File: config.mk
export PLATFORM = sky130hd
export DESIGN_NAME = divu_seq_hilo
export DESIGN_NICKNAME = d
export VERILOG_FILES = /design/src/rtl/divu_seq_hilo_pkg.sv /design/src/rtl/divu_seq_hilo_hilo_regs.sv /design/src/rtl/divu_seq_hilo.sv
export SDC_FILE = /design/constraint.sdc
export NUM_CORES = 1
export LEC_CHECK = 0
export CAP_MARGIN = 25
export CORE_MARGIN = 3
export CORE_UTILIZATION = 42
export CTS_CLUSTER_DIAMETER = 30
export DETAILED_ROUTE_END_ITERATION = 6
export PLACE_DENSITY = 0.58
export SYNTH_ARGS = -nofsm -noshare
export SYNTH_HDL_FRONTEND = slang
export SYNTH_HIERARCHICAL = 1
export SYNTH_SLANG_ARGS = --single-unit
export TNS_END_PERCENT = 30
File: constraint.sdc
create_clock -name clk -period 7.8 [get_ports clk]
set_clock_uncertainty 0.2 [all_clocks]
set_input_delay 1.17 -clock clk [delete_from_list [all_inputs] [get_ports clk]]
set_output_delay 1.17 -clock clk [all_outputs]
set_load 0.01 [all_outputs]
File: src/rtl/divu_seq_hilo_pkg.sv
// Shared opcodes and FSM state type for the sequential divider and its Hi/Lo registers.
package divu_seq_hilo_pkg;

  localparam logic [5:0] AND     = 6'b100100;
  localparam logic [5:0] OR      = 6'b100101;
  localparam logic [5:0] ADD     = 6'b100000;
  localparam logic [5:0] SUB     = 6'b100010;
  localparam logic [5:0] SLT     = 6'b101010;
  localparam logic [5:0] SRL     = 6'b000010;
  localparam logic [5:0] DIVU    = 6'b011011;
  localparam logic [5:0] HILO_WR = 6'b111111;
  localparam logic [5:0] MFHI    = 6'b010000;
  localparam logic [5:0] MFLO    = 6'b010010;

  typedef enum logic [1:0] {IDLE, RUN, DONE} state_e;

endpackage

File: src/rtl/divu_seq_hilo_hilo_regs.sv
// Hi/Lo result registers with write enable and the MFHI/MFLO read mux.
module hilo_regs
  import divu_seq_hilo_pkg::*;
#(
  parameter int unsigned WIDTH = 32
) (
  input  logic             clk,
  input  logic             reset,
  input  logic             we,
  input  logic [WIDTH-1:0] hi_in,
  input  logic [WIDTH-1:0] lo_in,
  input  logic [5:0]       Signal,
  output logic [WIDTH-1:0] dataOut
);

  logic [WIDTH-1:0] hi_q;
  logic [WIDTH-1:0] lo_q;

  always_ff @(posedge clk or posedge reset) begin
    if (reset) begin
      hi_q <= '0;
      lo_q <= '0;
    end else if (we) begin
      hi_q <= hi_in;
      lo_q <= lo_in;
    end
  end

  always_comb begin
    dataOut = '0;
    if (Signal == MFHI) begin
      dataOut = hi_q;
    end else if (Signal == MFLO) begin
      dataOut = lo_q;
    end
  end

endmodule

File: src/rtl/divu_seq_hilo.sv
// Sequential restoring unsigned divider, one step per DIVU edge, committing to Hi/Lo on HILO_WR.
// Optional divide-by-zero flag output dz when DIVU_DIVZERO_FLAG_EN is defined.
module divu_seq_hilo
  import divu_seq_hilo_pkg::*;
#(
  parameter int unsigned WIDTH = 32,
  parameter int unsigned CNT_W = 6
) (
  input  logic             clk,
  input  logic             reset,
  input  logic [5:0]       Signal,
  input  logic [WIDTH-1:0] dataA,
  input  logic [WIDTH-1:0] dataB,
  output logic [WIDTH-1:0] dataOut,
  output logic             busy,
  output logic             done
`ifdef DIVU_DIVZERO_FLAG_EN
  ,
  output logic             dz
`endif
);

  state_e           state;
  logic [CNT_W-1:0] count;
  logic [WIDTH-1:0] rem;
  logic [WIDTH-1:0] quo;
  logic [WIDTH-1:0] dvsr;

  logic             is_divu;
  logic             start;
  logic             hilo_we;
  logic [WIDTH-1:0] src_rem;
  logic [WIDTH-1:0] src_quo;
  logic [WIDTH-1:0] src_dvsr;
  logic [WIDTH:0]   t;
  logic [WIDTH:0]   diff;
  logic [WIDTH-1:0] step_rem;
  logic [WIDTH-1:0] step_quo;

  assign is_divu = (Signal == DIVU);
  assign start   = is_divu && (state != RUN);
  assign hilo_we = (state == DONE) && (Signal == HILO_WR);

  // On a starting edge the step runs on the fresh operands so load and step 1 share the edge.
  always_comb begin
    src_rem  = start ? '0 : rem;
    src_quo  = start ? dataA : quo;
    src_dvsr = start ? dataB : dvsr;
    t        = {src_rem, src_quo[WIDTH-1]};
    diff     = t - {1'b0, src_dvsr};
    step_rem = t[WIDTH-1:0];
    step_quo = {src_quo[WIDTH-2:0], 1'b0};
    if (t >= {1'b0, src_dvsr}) begin
      step_rem = diff[WIDTH-1:0];
      step_quo = {src_quo[WIDTH-2:0], 1'b1};
    end
  end

  always_ff @(posedge clk or posedge reset) begin
    if (reset) begin
      state <= IDLE;
      count <= '0;
      rem   <= '0;
      quo   <= '0;
      dvsr  <= '0;
      busy  <= 1'b0;
      done  <= 1'b0;
`ifdef DIVU_DIVZERO_FLAG_EN
      dz    <= 1'b0;
`endif
    end else begin
      unique case (state)
        IDLE, DONE: begin
          if (is_divu) begin
            dvsr  <= dataB;
            rem   <= step_rem;
            quo   <= step_quo;
            count <= CNT_W'(1);
            state <= RUN;
            busy  <= 1'b1;
            done  <= 1'b0;
`ifdef DIVU_DIVZERO_FLAG_EN
            dz    <= (dataB == '0);
`endif
          end else if (hilo_we) begin
            state <= IDLE;
            done  <= 1'b0;
          end
        end
        RUN: begin
          if (is_divu) begin
            rem   <= step_rem;
            quo   <= step_quo;
            count <= count + CNT_W'(1);
            if (count == CNT_W'(WIDTH - 1)) begin
              state <= DONE;
              busy  <= 1'b0;
              done  <= 1'b1;
            end
          end else begin
            // Any other control word aborts; partial results are simply left unused.
            state <= IDLE;
            count <= '0;
            busy  <= 1'b0;
          end
        end
        default: begin
          state <= IDLE;
          busy  <= 1'b0;
          done  <= 1'b0;
        end
      endcase
    end
  end

  hilo_regs #(
    .WIDTH(WIDTH)
  ) u_hilo_regs (
    .clk    (clk),
    .reset  (reset),
    .we     (hilo_we),
    .hi_in  (rem),
    .lo_in  (quo),
    .Signal (Signal),
    .dataOut(dataOut)
  );

endmodule

**Yosys cells after proc, flatten, opt, wreduce, memory -nomap -nowiden**

Cells that the tools add are included.

- Equal/unequal tests: 13
- Reduce and logical (&&, ||, !) cells: 12
- Muxes and demuxes: 24
- $add $sub $neg: 2
- Order comparisons: 1

Operator list:

| kind | number |
|---|---|
| 32-bit two-way mux | 6 |
| 33-bit by 32-bit greater-or-equal comparator with 1-bit output | 1 |
| 32-bit subtractor | 1 |
| 6-bit by 5-bit == test with 1-bit output (second input constant) | 4 |
| 6-bit two-way mux | 2 |
| 6-bit case mux with 2 select lines | 1 |
| 2-bit AND reduction | 5 |
| 1-bit two-way mux | 8 |
| 2-bit two-way mux | 4 |
| 6-bit by 1-bit adder with 6-bit output (second input constant) | 1 |
| 6-bit == test (second input constant) | 1 |
| 2-bit != test (second input constant) | 3 |
| 3-bit != test (second input constant) | 2 |
| 1-bit case mux with 2 select lines | 2 |
| 2-bit case mux with 2 select lines | 1 |
| 3-bit AND reduction | 1 |
| 3-bit OR reduction | 1 |
| 2-bit by 1-bit == test with 1-bit output (second input constant) | 1 |
| 2-bit == test (second input constant) | 1 |
| 1-bit logical AND | 2 |
| 2-bit zero test | 1 |
| 2-bit by 1-bit != test with 1-bit output (second input constant) | 1 |
| 2-bit nonzero test | 1 |
| 2-bit OR reduction | 1 |

- Bits in registers: 170
- Bits of input ports: 72

**Logic depth before layout (Yosys ltp)**

- Depth in word-level cells: 5
- Gate-level depth with buffers: 17

**Hierarchy**

Netlist, hierarchy kept.

By module, submodules not included:

| module | area each (µm²) | cells an instance | times used |
|---|---|---|---|
| divu_seq_hilo | 6934.2 | 724 | 1 |
| hilo_regs | 3101.7 | 212 | 1 |

**Worst setup path before layout**

No wires, ideal clock.

- Path kind: input to register
- Start point: input Signal[3]
- End point: register rem[24]
- Buffers on the path: 4
- Arrival time: 4.355 ns
- Setup time: 0.148 ns
- Stages on the path: 17
- Slack: 3.097 ns
- Path through: nand4_2 > nor3_4 > nand2_2 > clkbuf_1 > clkbuf_1 > mux2i_1 > ha_1 > buf_2 > a21oi_2 > o21ai_0 > a211oi_2 > o31ai_4 > a31oi_2 > o21a_1 > buf_6 > mux2i_1 > a21oi_1

- Word-level cells in the longest chain between the ends: 5

Ends and longest elaborated chain:

| element | RTL line | text |
|---|---|---|
| from (decl) | divu_seq_hilo.sv:11 | `input logic [5:0] Signal,` |
| 6-bit by 5-bit == test with 1-bit output (*) | divu_seq_hilo.sv:40 | `assign is_divu = (Signal == DIVU);` |
| 1-bit logical AND | divu_seq_hilo.sv:41 | `assign start = is_divu && (state != RUN);` |
| 32-bit two-way mux (on tied branches) | divu_seq_hilo.sv:47, divu_seq_hilo.sv:46, divu_seq_hilo.sv:48 |  |
| 32-bit subtractor or 33-bit by 32-bit greater-or-equal comparator with 1-bit output (tied branches) | divu_seq_hilo.sv:50, divu_seq_hilo.sv:53 |  |
| 32-bit two-way mux | divu_seq_hilo.sv:53 | `if (t >= {1'b0, src_dvsr}) begin` |
| to (signal assigned) | divu_seq_hilo.sv:76 | `rem <= step_rem;` |
| to (signal assigned) | divu_seq_hilo.sv:92 | `rem <= step_rem;` |
| to (decl) | divu_seq_hilo.sv:25 | `logic [WIDTH-1:0] rem;` |

Mark *: on every way between the ends. The rest lies on a longest branch, timed or not.
A chain may end at the register's enable or synchronous reset.

**Final worst setup path**

- Start point: input Signal[4]
- End point: register rem[0]

Same word-level chain as after synthesis.

==> run summary <==
CLOCK NETWORK
---------------------------------------------------------------------------------
Number of buffers added to fix hold violations after cts ...........            0
Setup Buffers After CTS ............................................            0
Root buffer cell ................................................... sky130_fd_sc_hd__clkbuf_16
Post-cts gate resize count .........................................            0
Clock buffer count from CTS ........................................           17
TritonCTS clock tree ...............................................          yes
Max Root-Sink Buffers ..............................................            2
Clk pin slew, worst setup/hold paths ...............................      0.08 ns
Clock latency reported for the late side of the worst-skew pair ....      0.44 ns
Deepest level of the CTS H-tree ....................................            4
Number of clock sinks seen by CTS ..................................          170

CRITICAL PATH
---------------------------------------------------------------------------------
Critical path arrival ..............................................      6.09 ns
Required time at the worst-slack endpoint ..........................      7.95 ns
Worst-case reg-to-reg path depth ...................................           13
Critical setup path kind ...........................................       in2reg
Crit end category ..................................................    flip-flop
Critical path launch point type .................................... primary input
CP max FO ..........................................................           42

YOSYS
---------------------------------------------------------------------------------
Fraction of synthesis flops using an asynchronous set or reset pin .         100%
Share of synthesized area occupied by flip-flops and latches .......        42.4%
Count of state elements after synthesis ............................          170
Mapped Avg Cell Area ...............................................    10.7 um^2
Post-Syn Nets ......................................................         1042
Number of enable-type register cells in the synthesized netlist ....            0
Number of synthesis warnings .......................................            6
Distinct cell type count after synthesis ...........................           67
Number of instances in the synthesized netlist .....................          936
Post-synth top flop ................................................ sky130_fd_sc_hd__dfrtp_1
Post-Synthesis Cell Area ...........................................   10000 um^2

FLOORPLANNING
---------------------------------------------------------------------------------
Area of the core ...................................................   23100 um^2
Height of the die ..................................................       161 um
Die ar. ............................................................   25800 um^2
Initial core utilization ...........................................        43.5%
Site Rows ..........................................................           55
Number of ports placed on the die boundary .........................          106
Width of the die ...................................................       161 um

DRT
---------------------------------------------------------------------------------
Via count ..........................................................         7197
Per-cell routed wire length ........................................      18.0 um
Drt first pass iters ...............................................            5
DRT iter0 DRCs .....................................................          466
DRC ................................................................            0
Final wirelength ...................................................      24.2 mm
Final ANT Viol Nets ................................................            0
Number of vias per cell after detailed routing .....................         5.37

HOLD PATH
---------------------------------------------------------------------------------
Hold Path Class ....................................................      reg2reg
Depth of the worst hold-timing path ................................            1

GLOBAL ROUTING
---------------------------------------------------------------------------------
Maximum number of pins on one net before global-route repair .......           66
Aggregate global-route resource usage ..............................        19.2%
Global route overflow ..............................................            0
Number of global-route vias before repair ..........................         6981
Global-route wire length before repair .............................      39.9 mm
Antenna violations before repair ...................................            0

TIMING
---------------------------------------------------------------------------------
Slew margin rel. ...................................................        34.8%
Worst hold slack after final layout ................................     0.305 ns
Setup repair after global routing missed its margin ................           no
Final worst path period need .......................................      5.94 ns
Period Utilization, post-route .....................................        76.1%
Final-report setup violation count .................................            0
Final Worst Setup Slack ............................................      1.86 ns
Final max-slew violation count .....................................            0
Hold violation total from the final report .........................            0
Post-route setup TNS ...............................................         0 ns
Max Fclk ...........................................................      168 MHz
Least-Margin Pin Slew ..............................................     0.978 ns

PLACED DESIGN
---------------------------------------------------------------------------------
Detailed-placement wirelength estimate .............................      17.0 mm
Total of buffers placed on input and output ports ..................          105
Final Wtd Congestion ...............................................        0.905
Setup slack at placement ...........................................      1.45 ns

PWR
---------------------------------------------------------------------------------
Proportion of power drawn by flip-flops and latches ................        29.6%
Lkg Pwr ............................................................      5.63 nW
Net switching power of the design ..................................      1.42 mW
Switching share of total power .....................................        39.5%
Clock group share of total power ...................................        25.1%
IR drop worst, VDD .................................................   0.000178 V
Cell Pwr Density ...................................................  302 nW/um^2
Int Power ..........................................................      2.18 mW
Share of power burned in combinational logic .......................        45.3%

FINAL LAYOUT
---------------------------------------------------------------------------------
Share of cells above drive strength 1 ..............................        18.9%
Most common cell after layout, fill and taps aside ................. sky130_fd_sc_hd__dfrtp_1
Antenna Cells ......................................................            0
Area added between synthesis and finish ............................        18.5%
Most frequent cells in the layout .................................. sky130_fd_sc_hd__dfrtp_1, sky130_fd_sc_hd__mux2i_1, sky130_fd_sc_hd__clkdlybuf4s50_1, sky130_fd_sc_hd__mux2_2, sky130_fd_sc_hd__nand2_1
Post-layout nets ...................................................         1120

JOB
---------------------------------------------------------------------------------
Count of max-cap constraint violations .............................            0

RUN STATUS
---------------------------------------------------------------------------------
Status ............................................................. complete, no violations

-- final timing paths --
check	slack, ns	to	start
max in group asynchronous	5.14	quo[17]	reset
min in group asynchronous	1.05	count[3]	reset
setup / recovery	1.86	rem[0]	Signal[4]
setup reg to reg	2.55	rem[0]	state[0]
hold reg to reg	0.30	dvsr[15]	dvsr[15]
hold / removal	0.30	dvsr[15]	dvsr[15]
-- stage by stage --
step	utilization [%]	instance area, um^2	instances	total power, mW
detailed placement	48.9	11300	1308	2.69
CTS	51.6	11900	1340	3.61
finish	51.6	11900	1340	3.60
global placement	48.8	11300	1307	2.69
floorplan	-	10000	936	2.34
global route	51.6	11900	1340	3.85
-- final cells by class --
type                            instances  area, um^2
Clock buffer                           17         425
Clock inverter                         15         199
Fill cell                            2096       11200
Inverter                               15        58.8
Multi-Input combinational cell        695        5440
Sequential cell                       170        4250
Tap cell                              313         392
Timing Repair Buffer                  115        1130
-- cell families (layout without fill, tap and decap cells) --
| group | Yosys count | in the layout | share of synthesized area, % |
|---|---|---|---|
| and+or+nand+nor | 229 | 229 | 12.7 |
| muxes | 218 | 218 | 23.0 |
| AOI/OAI and AO/OA | 186 | 186 | 11.6 |
| DFF | 170 | 170 | 42.4 |
| buffers and inverters | 71 | 162 | 3.65 |
| adders and majority gates | 34 | 34 | 4.31 |
| xor gates and xnor gates | 28 | 28 | 2.44 |
-- power groups by stage --
stage | registers (mW) | logic (mW) | clock network (mW)
6_report | 1.06 | 1.63 | 0.904
5_1_grt | 1.08 | 1.80 | 0.963
4_1_cts | 1.07 | 1.62 | 0.922
3_5_place_dp | 1.08 | 1.61 | 0
3_3_place_gp | 1.08 | 1.61 | 0
2_1_floorplan | 1.05 | 1.30 | 0
-- cells in the mapped netlist, types with 2 or more instances --
master                      count  area (um^2)
sky130_fd_sc_hd__dfrtp_1      170         4250
sky130_fd_sc_hd__mux2i_1      119         1190
sky130_fd_sc_hd__mux2_2        99         1110
sky130_fd_sc_hd__nand2_1       90          338
sky130_fd_sc_hd__o21ai_0       64          320
sky130_fd_sc_hd__a21oi_1       39          195
sky130_fd_sc_hd__and2_1        35          219
sky130_fd_sc_hd__ha_1          33          413
sky130_fd_sc_hd__nor3_2        30          300
sky130_fd_sc_hd__clkbuf_1      28          105
sky130_fd_sc_hd__o21ai_1       25          125
sky130_fd_sc_hd__nor2_1        23         86.3
sky130_fd_sc_hd__xnor2_1       20          175
sky130_fd_sc_hd__buf_2         17         85.1
sky130_fd_sc_hd__inv_1         15         56.3
sky130_fd_sc_hd__a21o_1        11         82.6
sky130_fd_sc_hd__nand4_1       10         62.6
sky130_fd_sc_hd__nor3_1        10         50.1
sky130_fd_sc_hd__xor2_1         8         70.1
sky130_fd_sc_hd__nand3_1        6         30.0
sky130_fd_sc_hd__nand2b_1       5         31.3
sky130_fd_sc_hd__o21bai_1       5         37.5
sky130_fd_sc_hd__a31oi_1        4         25.0
sky130_fd_sc_hd__buf_1          4         15.0
sky130_fd_sc_hd__buf_6          4         45.0
sky130_fd_sc_hd__nor2b_1        4         25.0
sky130_fd_sc_hd__a21boi_0       3         22.5
sky130_fd_sc_hd__a22o_1         3         26.3
sky130_fd_sc_hd__a2bb2oi_1      3         26.3
sky130_fd_sc_hd__buf_12         3         60.1
sky130_fd_sc_hd__a211oi_1       2         15.0
sky130_fd_sc_hd__a211oi_2       2         25.0
sky130_fd_sc_hd__a221oi_1       2         17.5
sky130_fd_sc_hd__and3_1         2         12.5
sky130_fd_sc_hd__nor3b_1        2         15.0
sky130_fd_sc_hd__nor4_1         2         12.5
sky130_fd_sc_hd__o211ai_1       2         15.0
sky130_fd_sc_hd__o21a_1         2         15.0
sky130_fd_sc_hd__or2_2          2         12.5
-- per-layer routing --
metal  part of all wire, %  vias up  GRT usage, %
li1                      -     3518             -
met5                     0        -             0
met1                    53     3493          30.7
met2                    42      170          26.6
met3                   4.5       16          3.82
met4                  0.99        0          4.02
-- registers in the layout, summed over array words and instances, names as in the netlist --
signal            flops
busy                  1
count                 6
done                  1
dvsr                 32
quo                  32
rem                  32
state                 2
u_hilo_regs/hi_q     32
u_hilo_regs/lo_q     32
-- worst max-delay path, stage by stage --
cell                              delay [ns]
sky130_fd_sc_hd__clkdlybuf4s50_1        0.50
sky130_fd_sc_hd__nand4_2                0.20
sky130_fd_sc_hd__nor3_4                 0.37
sky130_fd_sc_hd__nand2_4                0.33
sky130_fd_sc_hd__buf_4                  0.43
sky130_fd_sc_hd__and2_1                 0.30
sky130_fd_sc_hd__ha_1                   0.40
sky130_fd_sc_hd__a21oi_1                0.27
sky130_fd_sc_hd__o21ai_0                0.16
sky130_fd_sc_hd__a211oi_2               0.31
sky130_fd_sc_hd__o31ai_4                0.15
sky130_fd_sc_hd__a31oi_2                0.25
sky130_fd_sc_hd__o21a_1                 0.62
sky130_fd_sc_hd__mux2_2                 0.41
sky130_fd_sc_hd__o21ai_0                0.15
No activity file was read; power rests on OpenSTA's default activity.
